==> config.mk <==
export PLATFORM = sky130hd
export DESIGN_NAME = lsu_param
export DESIGN_NICKNAME = d
export VERILOG_FILES = /design/src/rtl/lsu_param_pkg.sv /design/src/rtl/lsu_timeout_ctr.sv /design/src/rtl/lsu_param.sv
export SDC_FILE = /design/constraint.sdc
export NUM_CORES = 1
export LEC_CHECK = 0
export CAP_MARGIN = 20
export CORE_MARGIN = 4
export CORE_UTILIZATION = 50
export CTS_BUF_LIST = sky130_fd_sc_hd__clkbuf_4 sky130_fd_sc_hd__clkbuf_8
export DETAILED_ROUTE_END_ITERATION = 7
export PLACE_DENSITY_LB_ADDON = 0.2
export SLEW_MARGIN = 20
export SYNTH_ARGS = -nofsm -noshare
export SYNTH_HDL_FRONTEND = slang
export SYNTH_SLANG_ARGS = --single-unit
==> constraint.sdc <==
create_clock -name clk -period 5.78 [get_ports clk]
set_input_delay 0.867 -clock clk [delete_from_list [all_inputs] [get_ports clk]]
set_output_delay 0.867 -clock clk [all_outputs]
set_load 0.02 [all_outputs]
==> src/rtl/lsu_param_pkg.sv <==
// Shared encodings for the per-thread load/store unit: LSU state codes and
// the core phase codes it is sequenced by.
package lsu_param_pkg;

  typedef enum logic [1:0] {
    LSU_IDLE       = 2'd0,
    LSU_REQUESTING = 2'd1,
    LSU_WAITING    = 2'd2,
    LSU_DONE       = 2'd3
  } lsu_state_e;

  localparam logic [2:0] CORE_IDLE      = 3'b000;
  localparam logic [2:0] CORE_FETCH     = 3'b001;
  localparam logic [2:0] CORE_DECODE    = 3'b010;
  localparam logic [2:0] CORE_REQUEST   = 3'b011;
  localparam logic [2:0] CORE_WAIT      = 3'b100;
  localparam logic [2:0] CORE_EXECUTE   = 3'b101;
  localparam logic [2:0] CORE_WRITEBACK = 3'b110;
  localparam logic [2:0] CORE_DONE      = 3'b111;

endpackage

==> src/rtl/lsu_timeout_ctr.sv <==
// Wait-cycle counter for the LSU: cleared at request issue, counts enabled
// waiting cycles, and flags the last permitted cycle.
module lsu_timeout_ctr #(
  parameter int TIMEOUT_CYCLES = 64,
  parameter int TMO_W          = 7
) (
  input  logic clk,
  input  logic reset,
  input  logic i_clear,
  input  logic i_count_en,
  output logic o_expired
);

  localparam logic [TMO_W-1:0] LP_LAST =
    (TIMEOUT_CYCLES > 0) ? TMO_W'(TIMEOUT_CYCLES - 1) : '0;
  localparam bit LP_ACTIVE = (TIMEOUT_CYCLES > 0);

  logic [TMO_W-1:0] r_count;

  always_ff @(posedge clk) begin
    if (reset) begin
      r_count <= '0;
    end else if (i_clear) begin
      r_count <= '0;
    end else if (i_count_en) begin
      r_count <= r_count + 1'b1;
    end
  end

  // A zero timeout disables the abort entirely; the count is then irrelevant.
  assign o_expired = LP_ACTIVE && (r_count == LP_LAST);

endmodule

==> src/rtl/lsu_param.sv <==
// Per-thread load/store unit: one valid/ready data-memory channel per direction,
// base+offset addressing, wait timeout and illegal read+write detection.
module lsu_param
  import lsu_param_pkg::*;
#(
  parameter int DATA_W         = 8,
  parameter int ADDR_W         = 8,
  parameter int TIMEOUT_CYCLES = 64,
  parameter int TMO_W          = 7
) (
  input  logic              clk,
  input  logic              reset,
  input  logic              enable,
  input  logic [2:0]        core_state,
  input  logic              MemRead,
  input  logic              MemWrite,
  input  logic [DATA_W-1:0] rs,
  input  logic [DATA_W-1:0] rt,
  input  logic [ADDR_W-1:0] mem_offset,
  output logic              mem_read_request,
  output logic [ADDR_W-1:0] mem_read_address,
  input  logic              mem_read_ready,
  input  logic [DATA_W-1:0] mem_read_data,
  output logic              mem_write_request,
  output logic [ADDR_W-1:0] mem_write_address,
  output logic [DATA_W-1:0] mem_write_data,
  input  logic              mem_write_ready,
  output logic [1:0]        lsu_state,
  output logic [DATA_W-1:0] lsu_out,
  output logic              lsu_error
);

  lsu_state_e        r_state;
  logic              r_is_write;
  logic              r_rd_req;
  logic              r_wr_req;
  logic [ADDR_W-1:0] r_rd_addr;
  logic [ADDR_W-1:0] r_wr_addr;
  logic [DATA_W-1:0] r_wr_data;
  logic [DATA_W-1:0] r_out;
  logic              r_err;

  logic [ADDR_W-1:0] w_base;
  logic [ADDR_W-1:0] w_addr;
  logic              w_ready;
  logic              w_expired;
  logic              w_ctr_clear;
  logic              w_ctr_inc;

  // The base register is narrowed or zero-extended to the address width.
  generate
    if (DATA_W >= ADDR_W) begin : g_base_trunc
      assign w_base = rs[ADDR_W-1:0];
    end else begin : g_base_zext
      assign w_base = {{(ADDR_W-DATA_W){1'b0}}, rs};
    end
  endgenerate

  assign w_addr  = w_base + mem_offset;
  assign w_ready = r_is_write ? mem_write_ready : mem_read_ready;

  assign w_ctr_clear = enable && (r_state == LSU_REQUESTING);
  assign w_ctr_inc   = enable && (r_state == LSU_WAITING) && !w_ready;

  lsu_timeout_ctr #(
    .TIMEOUT_CYCLES (TIMEOUT_CYCLES),
    .TMO_W          (TMO_W)
  ) u_timeout_ctr (
    .clk        (clk),
    .reset      (reset),
    .i_clear    (w_ctr_clear),
    .i_count_en (w_ctr_inc),
    .o_expired  (w_expired)
  );

  always_ff @(posedge clk) begin
    if (reset) begin
      r_state    <= LSU_IDLE;
      r_is_write <= 1'b0;
      r_rd_req   <= 1'b0;
      r_wr_req   <= 1'b0;
      r_rd_addr  <= '0;
      r_wr_addr  <= '0;
      r_wr_data  <= '0;
      r_out      <= '0;
      r_err      <= 1'b0;
    end else if (enable) begin
      case (r_state)
        LSU_IDLE: begin
          if (core_state == CORE_REQUEST) begin
            if (MemRead && MemWrite) begin
              r_err   <= 1'b1;
              r_state <= LSU_DONE;
            end else if (MemRead ^ MemWrite) begin
              r_err      <= 1'b0;
              r_is_write <= MemWrite;
              r_state    <= LSU_REQUESTING;
            end
          end
        end
        LSU_REQUESTING: begin
          // Only the active channel's address moves; the other keeps its last value.
          if (r_is_write) begin
            r_wr_addr <= w_addr;
            r_wr_data <= rt;
            r_wr_req  <= 1'b1;
          end else begin
            r_rd_addr <= w_addr;
            r_rd_req  <= 1'b1;
          end
          r_state <= LSU_WAITING;
        end
        LSU_WAITING: begin
          if (w_ready) begin
            r_rd_req <= 1'b0;
            r_wr_req <= 1'b0;
            if (!r_is_write) begin
              r_out <= mem_read_data;
            end
            r_state <= LSU_DONE;
          end else if (w_expired) begin
            r_rd_req <= 1'b0;
            r_wr_req <= 1'b0;
            r_err    <= 1'b1;
            r_state  <= LSU_DONE;
          end
        end
        LSU_DONE: begin
          if (core_state == CORE_WRITEBACK) begin
            r_state <= LSU_IDLE;
          end
        end
        default: r_state <= LSU_IDLE;
      endcase
    end
  end

  assign mem_read_request  = r_rd_req;
  assign mem_read_address  = r_rd_addr;
  assign mem_write_request = r_wr_req;
  assign mem_write_address = r_wr_addr;
  assign mem_write_data    = r_wr_data;
  assign lsu_state         = r_state;
  assign lsu_out           = r_out;
  assign lsu_error         = r_err;

endmodule

### After elaboration in Yosys (flattened, before gate mapping)

Index checks and enable logic that the tools add are counted.

| cells by class | value |
|---|---|
| $add $sub $neg | 2 |
| equality and inequality tests | 14 |
| multiplexer cells | 20 |
| bitwise logic cells | 3 |
| reduce and logical (&&, ||, !) cells | 17 |

Operators with widths:

| operator | count |
|---|---|
| $mux 2 | 6 |
| $reduce_and 4->1 | 3 |
| $mux 1 | 10 |
| $ne 2x2->1 const B | 5 |
| $reduce_and 5->1 | 2 |
| $add 8x8->8 | 1 |
| $pmux 2 s4 | 1 |
| $add 7x1->7 const B | 1 |
| $eq 7x6->1 const B | 1 |
| $pmux 1 s2 | 3 |
| $reduce_and 3->1 | 2 |
| $reduce_and 6->1 | 1 |
| $eq 2x2->1 const B | 2 |
| $logic_and 1x1->1 | 4 |
| $reduce_bool 2->1 | 2 |
| $eq 3x2->1 const B | 1 |
| $eq 3x3->1 const B | 1 |
| $ne 3x2->1 const B | 1 |
| $ne 3x3->1 const B | 1 |
| $eq 2x1->1 const B | 1 |
| $logic_not 2->1 | 1 |
| $ne 2x1->1 const B | 1 |
| $not 1->1 | 2 |
| $reduce_or 2->1 | 1 |
| 2 further kinds | 2 |

| word-level totals | value |
|---|---|
| register bits after elaboration | 45 |
| bits of input ports | 42 |
| output and inout bits | 37 |
| word-level logic and storage cells | 66 |

### Depth between registers and ports, before layout

Gate-level depths: netlist of run 1.

| depth | value |
|---|---|
| depth in word-level cells | 5 |
| depth in mapped cells | 7 |
| mapped depth without buffers | 6 |

### Cells and area by module

Synthesis of run 1 repeated with hierarchy kept, for this count alone.

| second synthesis, totals | value |
|---|---|
| cells, all modules | 263 |
| area, all modules | 2205.9 um^2 |

Modules (own cells, without submodules):

| module | times used | cells an instance | area each (um^2) | seq. area each (um^2) |
|---|---|---|---|---|
| lsu_param | 1 | 229 | 1901.8 | 760.7 |
| lsu_timeout_ctr | 1 | 34 | 304.0 | 140.1 |

### Worst setup path after synthesis of run 1

No wires, ideal clock.

| path | value |
|---|---|
| path type | input -> register |
| start point | input rs[0] |
| end point | register r_rd_addr[6], in the netlist mem_read_address[6] |
| data arrival time | 2.375 ns |
| path slack | 3.317 ns |
| stages on the path | 6 |
| cells stage by stage | ha_1 fa_1 a211o_1 a2111oi_2 nor3b_1 o31ai_1 |

| on the way | value |
|---|---|
| cells in the longest elaborated chain, start to end | 1 |

Ends and longest elaborated chain:

| element | line | RTL |
|---|---|---|
| start, declared | lsu_param.sv:17 | `input logic [DATA_W-1:0] rs,` |
| $add 8x8->8 | lsu_param.sv:59 | `assign w_addr = w_base + mem_offset;` |
| end signal, assigned | lsu_param.sv:108 | `r_rd_addr <= w_addr;` |
| end, declared | lsu_param.sv:37 | `logic [ADDR_W-1:0] r_rd_addr;` |

No other way between the ends.
A chain may end at the register's enable or synchronous reset.

### Worst setup path after layout of run 1

Same ends and word-level chain as after synthesis.

==> results of run 1 <==
[cell families after synthesis]
logic type / share of synthesized area (%)
flip-flops: 40.0
AND/OR/NAND/NOR: 25.7
AO/OA/AOI/OAI: 18.1
buffers and inverters: 3.00
XOR/XNOR: 2.73
adder cells (fa/ha/maj): 8.12
multiplexers: 2.34
[Yosys cell counts, types with 2 or more instances]
cell type  instances
nand3_1            5
a211oi_1           4
a211o_1            2
and3b_1            2
o31ai_1            2
nor3b_1            2
ha_1              13
inv_1              4
or3_1              4
nor3_1             7
and4_1             3
o311ai_0           2
mux2i_1            3
xor2_1             4
clkbuf_1           7
nand2_1           51
nand3b_1           5
a21o_1             2
nor2b_1            6
a311oi_1           3
nand4_1            6
and2_1             3
nor2_1            14
dfxtp_1           45
buf_2              3
nand2b_1           5
a21oi_1           31
a31oi_1            2
o21ai_0            6
xnor2_1            3
[path summary, 6_finish.rpt]
check,startpoint,end,slack (ns),cells past startpoint
setup / recovery,rs[0],mem_read_address[6],3.03,7
hold / removal,lsu_out[0],lsu_out[0],0.45,2
hold reg to reg,lsu_out[0],lsu_out[0],0.45,2
setup reg to reg,lsu_state[0],mem_write_address[3],3.88,4
[power by group]
group	switching [mW]	internal, mW
clock	0.116	0.0874
sequential	0.00424	0.315
combinational	0.0618	0.0646
total	0.182	0.467
[state kept, by name (all words and copies together) (netlist names)]
name,count
u_timeout_ctr.r_count,7
lsu_state,2
lsu_out,8
mem_write_data,8
mem_read_address,8
mem_write_address,8
r_is_write,1
lsu_error,1
mem_write_request,1
mem_read_request,1
[routing by layer]
metal	GRT usage, %	share of wire (%)	up-vias
met2	33.6	46	71
met1	25.8	44	982
met4	5.34	0.99	0
li1	-	-	1089
met5	0	0	-
met3	4.67	8.7	5
[layout make-up]
| class | count | area [um^2] |
|---|---|---|
| clock buffer | 5 | 68.8 |
| clock inverter | 3 | 25.0 |
| fill | 356 | 1210 |
| inverter | 4 | 15.0 |
| multi-input combinational | 204 | 1280 |
| sequential | 45 | 901 |
| tap | 52 | 65.1 |
| timing repair buffer | 79 | 788 |
[critical path: cells and delay by family]
| family | cells | cell delay (ns) |
|---|---|---|
| and+or+nand+nor | 1 | 0.13 |
| AOI/OAI and AO/OA | 3 | 0.88 |
| buffers and inverters | 1 | 0.41 |
| adders and majority gates | 2 | 0.66 |
[stage by stage]
stage	std cells	instance area (um^2)	hold slack [ns]	setup slack, ns
detailed placement	384	3050	0.446	2.71
floorplan	264	2250	0.467	3.32
global route	392	3140	0.475	2.94
finish	392	3140	0.454	3.03
CTS	392	3140	0.459	3.03
global placement	384	3050	0.441	2.82
==> qor.csv, run 1 <==
metric;value;unit
largest net degree at the start of global routing;45;
PD cells;207;nW/um^2
fin crit period;2.75;ns
Yosys reg bits;45;
final core utilization;72.2;%
number of global-route vias before repair;1951;
slowest CP cell;fa_1;
Pre-antenna DRT Iters;4;
hold crit path type;reg -> reg;
asr flop ratio synth;0;%
ant diodes;0;
IO Pins;79;
Leakage Power;1.12;nW
CP Data Arrival Time;2.97;ns
Worst VDD drop;0.176;mV
Tcrit/Tclk final;47.6;%
Slew HR;55.0;%
cts bufs inserted;5;
Antenna Violating Nets Remaining;0;
initial antenna violation count;0;
Fmax;364;MHz
worst-case clock skew;0.00960;ns
Std-Cell Rows;24;
cell area after synthesis;2250;um^2
Max clock buf depth;2;
final setup violation count;0;
DIE WIDTH;75.1;um
Die ar.;5640;um^2
Ys Warns;0;
Critical Path Max Stage Delay;0.42;ns
prevailing post-synth register cell;dfxtp_1;
top cell type's share of synthesized area;40.0;%
Avg WL per Cell;14.2;um
grt ovf;0;
TritonCTS clock tree;built;
Worst-Margin Slew;0.674;ns
Synth area leaders;dfxtp_1 (40%), nand2_1 (8.5%), ha_1 (7.2%), a21oi_1 (6.9%), nor2_1 (2.3%);
Die H;75.1;um
sequential area share after synthesis;40.0;%
setup TNS;0;ns
CTS root buf;clkbuf_8;
clock-pin slew on the worst setup and hold paths;0.09;ns
core footprint;4350;um^2
Routability Congestion;0.892;
Slew Viols, Final;0;
total power;0.649;mW
Syn Inst Count;264;
wire length of the first global-routing pass;8760;um
Initial Util;51.7;%
htree depth;2;
status;completed;
DRC viols;0;
CP max FO;3;
WP data required;6.00;ns
Setup crit end kind;register;
Syn Nets;320;
clock latency on the worst-skew pair;0.30;ns
final WL;5560;um
clk sinks;45;
RSZ-0062 raised after global routing;no;
hold bufs inserted after CTS;0;
final hold vios;0;
postcts setup bufs;0;
Cell variety after synth;45;
vias post-DR;2147;
global-route usage over all layers;20.0;%
IO buf count;78;
crit path cell chain;clkdlybuf4s50_1 > ha_1 > fa_1 > a211o_1 > a2111oi_2 > nor3b_1 > o31ai_1;
number of flops mapped to enable cells by yosys;0;
Area Overhead vs Synth;39.8;%
Synth Area per Inst;8.52;um^2
Max-Cap Viols;0;
Startpoint Class;primary input;
via/cell ratio;5.48;
CTS resizes;0;
Final Net Count;395;
CP Class;in -> reg;
post-synth top area cell;dfxtp_1;
layout cells sized above 1;4.12;%
detailed placer's ending HPWL;4140;um
commonest non-fill, non-tap cell in the layout;clkdlybuf4s50_1;
1st-iter DRT viols;113;
most frequent cells in the layout;clkdlybuf4s50_1 (78), nand2_1 (51), dfxtp_1 (45);
Note: power is estimated with default switching activity, not from simulation.
==> run 2: changes to the inputs <==
- CORE_UTILIZATION: 50 -> 42
- clock period: 5.78 -> 2.5 ns (I/O delays scaled with it)
==> qor.csv, run 2 (synthesis results as in run 1) <==
metric;value;unit
Die ar.;6590;um^2
DP Cell Count;407;
ant diodes;0;
clock latency on the worst-skew pair;0.29;ns
DIE WIDTH;81.2;um
fin crit period;2.26;ns
status;completed;
Worst Path Buf+Inv;1;
TritonCTS clock tree;built;
core footprint;5140;um^2
RSZ-0062 raised after global routing;no;
Fill cells;483;
CP Class;in -> reg;
area of the multi-input gates;1280;um^2
commonest non-fill, non-tap cell in the layout;clkdlybuf4s50_1;
initial antenna violation count;0;
fin cells;415;
grt ovf;0;
Max-Cap Viols;0;
IO buf count;78;
Max clock buf depth;2;
wire length of the first global-routing pass;9200;um
final WL;5600;um
Final Net Count;400;
worst r2r dst;u_timeout_ctr.r_count[5];
detailed placer's ending HPWL;4410;um
Worst-Margin Slew;0.554;ns
Tcrit/Tclk final;90.3;%
hold bufs inserted after CTS;0;
CP max FO;3;
crit path cell chain;clkdlybuf4s50_1 > ha_1 > fa_1 > a211o_1 > a2111oi_2 > nor3b_1 > o31ai_1;
Hold EP;mem_write_address[0];
Leakage Power;1.15;nW
CTS resizes;0;
CP Data Arrival Time;2.45;ns
Critical Path Max Stage Delay;0.43;ns
Initial Util;43.8;%
worst-case clock skew;0.00519;ns
critical path depth;7;
via/cell ratio;5.09;
Slew HR;63.0;%
largest net degree at the start of global routing;20;
Area Overhead vs Synth;42.3;%
Storage cell area;901;um^2
global-route usage over all layers;17.6;%
RR Startpoint;r_is_write;
clock-pin slew on the worst setup and hold paths;0.08;ns
IO Pins;79;
clk sinks;45;
DRC viols;0;
final hold vios;0;
Std-Cell Rows;26;
most frequent cells in the layout;clkdlybuf4s50_1 (78), nand2_1 (51), dfxtp_1 (45);
Slew Viols, Final;0;
hold crit path type;reg -> reg;
1st-iter DRT viols;97;
Worst VDD drop;0.239;mV
cts bufs inserted;5;
Hold Path Stages;2;
postcts setup bufs;0;
htree depth;2;
total power;1.49;mW
R2R setup slack;0.77;ns
WP data required;2.70;ns
Fmax;443;MHz
Avg WL per Cell;13.5;um
number of global-route vias before repair;1953;
Die H;81.2;um
slowest CP cell;fa_1;
hold_sp;mem_write_address[0];
Largest delay share family, worst path;compound AO/OA/AOI/OAI gates;
vias post-DR;2113;
Startpoint Class;primary input;
CTS root buf;clkbuf_8;
Setup crit end kind;register;
reg2reg path depth;4;
layout cells sized above 1;5.51;%
Pre-antenna DRT Iters;5;
Routability Congestion;0.843;
Antenna Violating Nets Remaining;0;
PD cells;464;nW/um^2
final setup violation count;0;
[run 2: changes by cell type in the layout (fill, tap and decap cells not counted)]
cell      before  now
buf_4          1    6
clkbuf_4       0    2
clkinv_4       1    0
inv_6          1    0
[run 2: worst register-to-register path, cell delays in order (launching register included)]
cell	delay, ns
dfxtp_1	0.59
mux2i_4	0.41
nand4_1	0.20
or3_1	0.34
a21oi_1	0.13
[run 2: area by class of cell]
type	count	share of cell area, %
clock buffers	7	2.62
clock inverters	1	0.234
inverters	4	0.469
multi-input cells	204	40.0
flip-flops and latches	45	28.1
well taps	70	2.74
repair buffers	84	25.8
[run 2: report_power, final]
group,total [mW],switching (mW),internal (mW)
sequential,0.739,0.0101,0.729
clock,0.453,0.234,0.220
combinational,0.294,0.141,0.152
[run 2: per-stage QoR]
step                      TNS, ns  setup WS (ns)  hold slack, ns  util (%)  area [um^2]
final                           0          0.243           0.458      62.3         3200
after global placement          0         0.0555           0.441      60.5         3110
after detailed placement  -0.0134       -0.00971           0.446      60.5         3110
after CTS                       0          0.256           0.457      62.3         3200
after floorplan                 0          0.529           0.467         -         2250
after global routing            0          0.105           0.472      62.3         3200
[run 2: worst max path at each step]
| stage | from | to | slack [ns] |
|---|---|---|---|
| floorplan | rs[0] | mem_read_address[6] | 0.53 |
| global placement | rs[0] | mem_write_address[6] | 0.06 |
| detailed placement | rs[0] | mem_write_address[6] | -0.01 |
| CTS | rs[0] | mem_read_address[6] | 0.26 |
| global route | rs[0] | mem_read_address[6] | 0.11 |
| finish | rs[0] | mem_read_address[6] | 0.24 |
[run 2: metal layers]
| metal | wire [um] | global-route usage [%] | vias up | part of all wire [%] |
|---|---|---|---|---|
| met5 | 0 | 0 | - | 0 |
| met4 | 0 | 3.55 | 0 | 0 |
| met3 | 282 | 3.66 | 0 | 5.0 |
| met2 | 2590 | 28.1 | 53 | 46 |
| met1 | 2730 | 24.6 | 959 | 49 |
| li1 | - | - | 1101 | - |
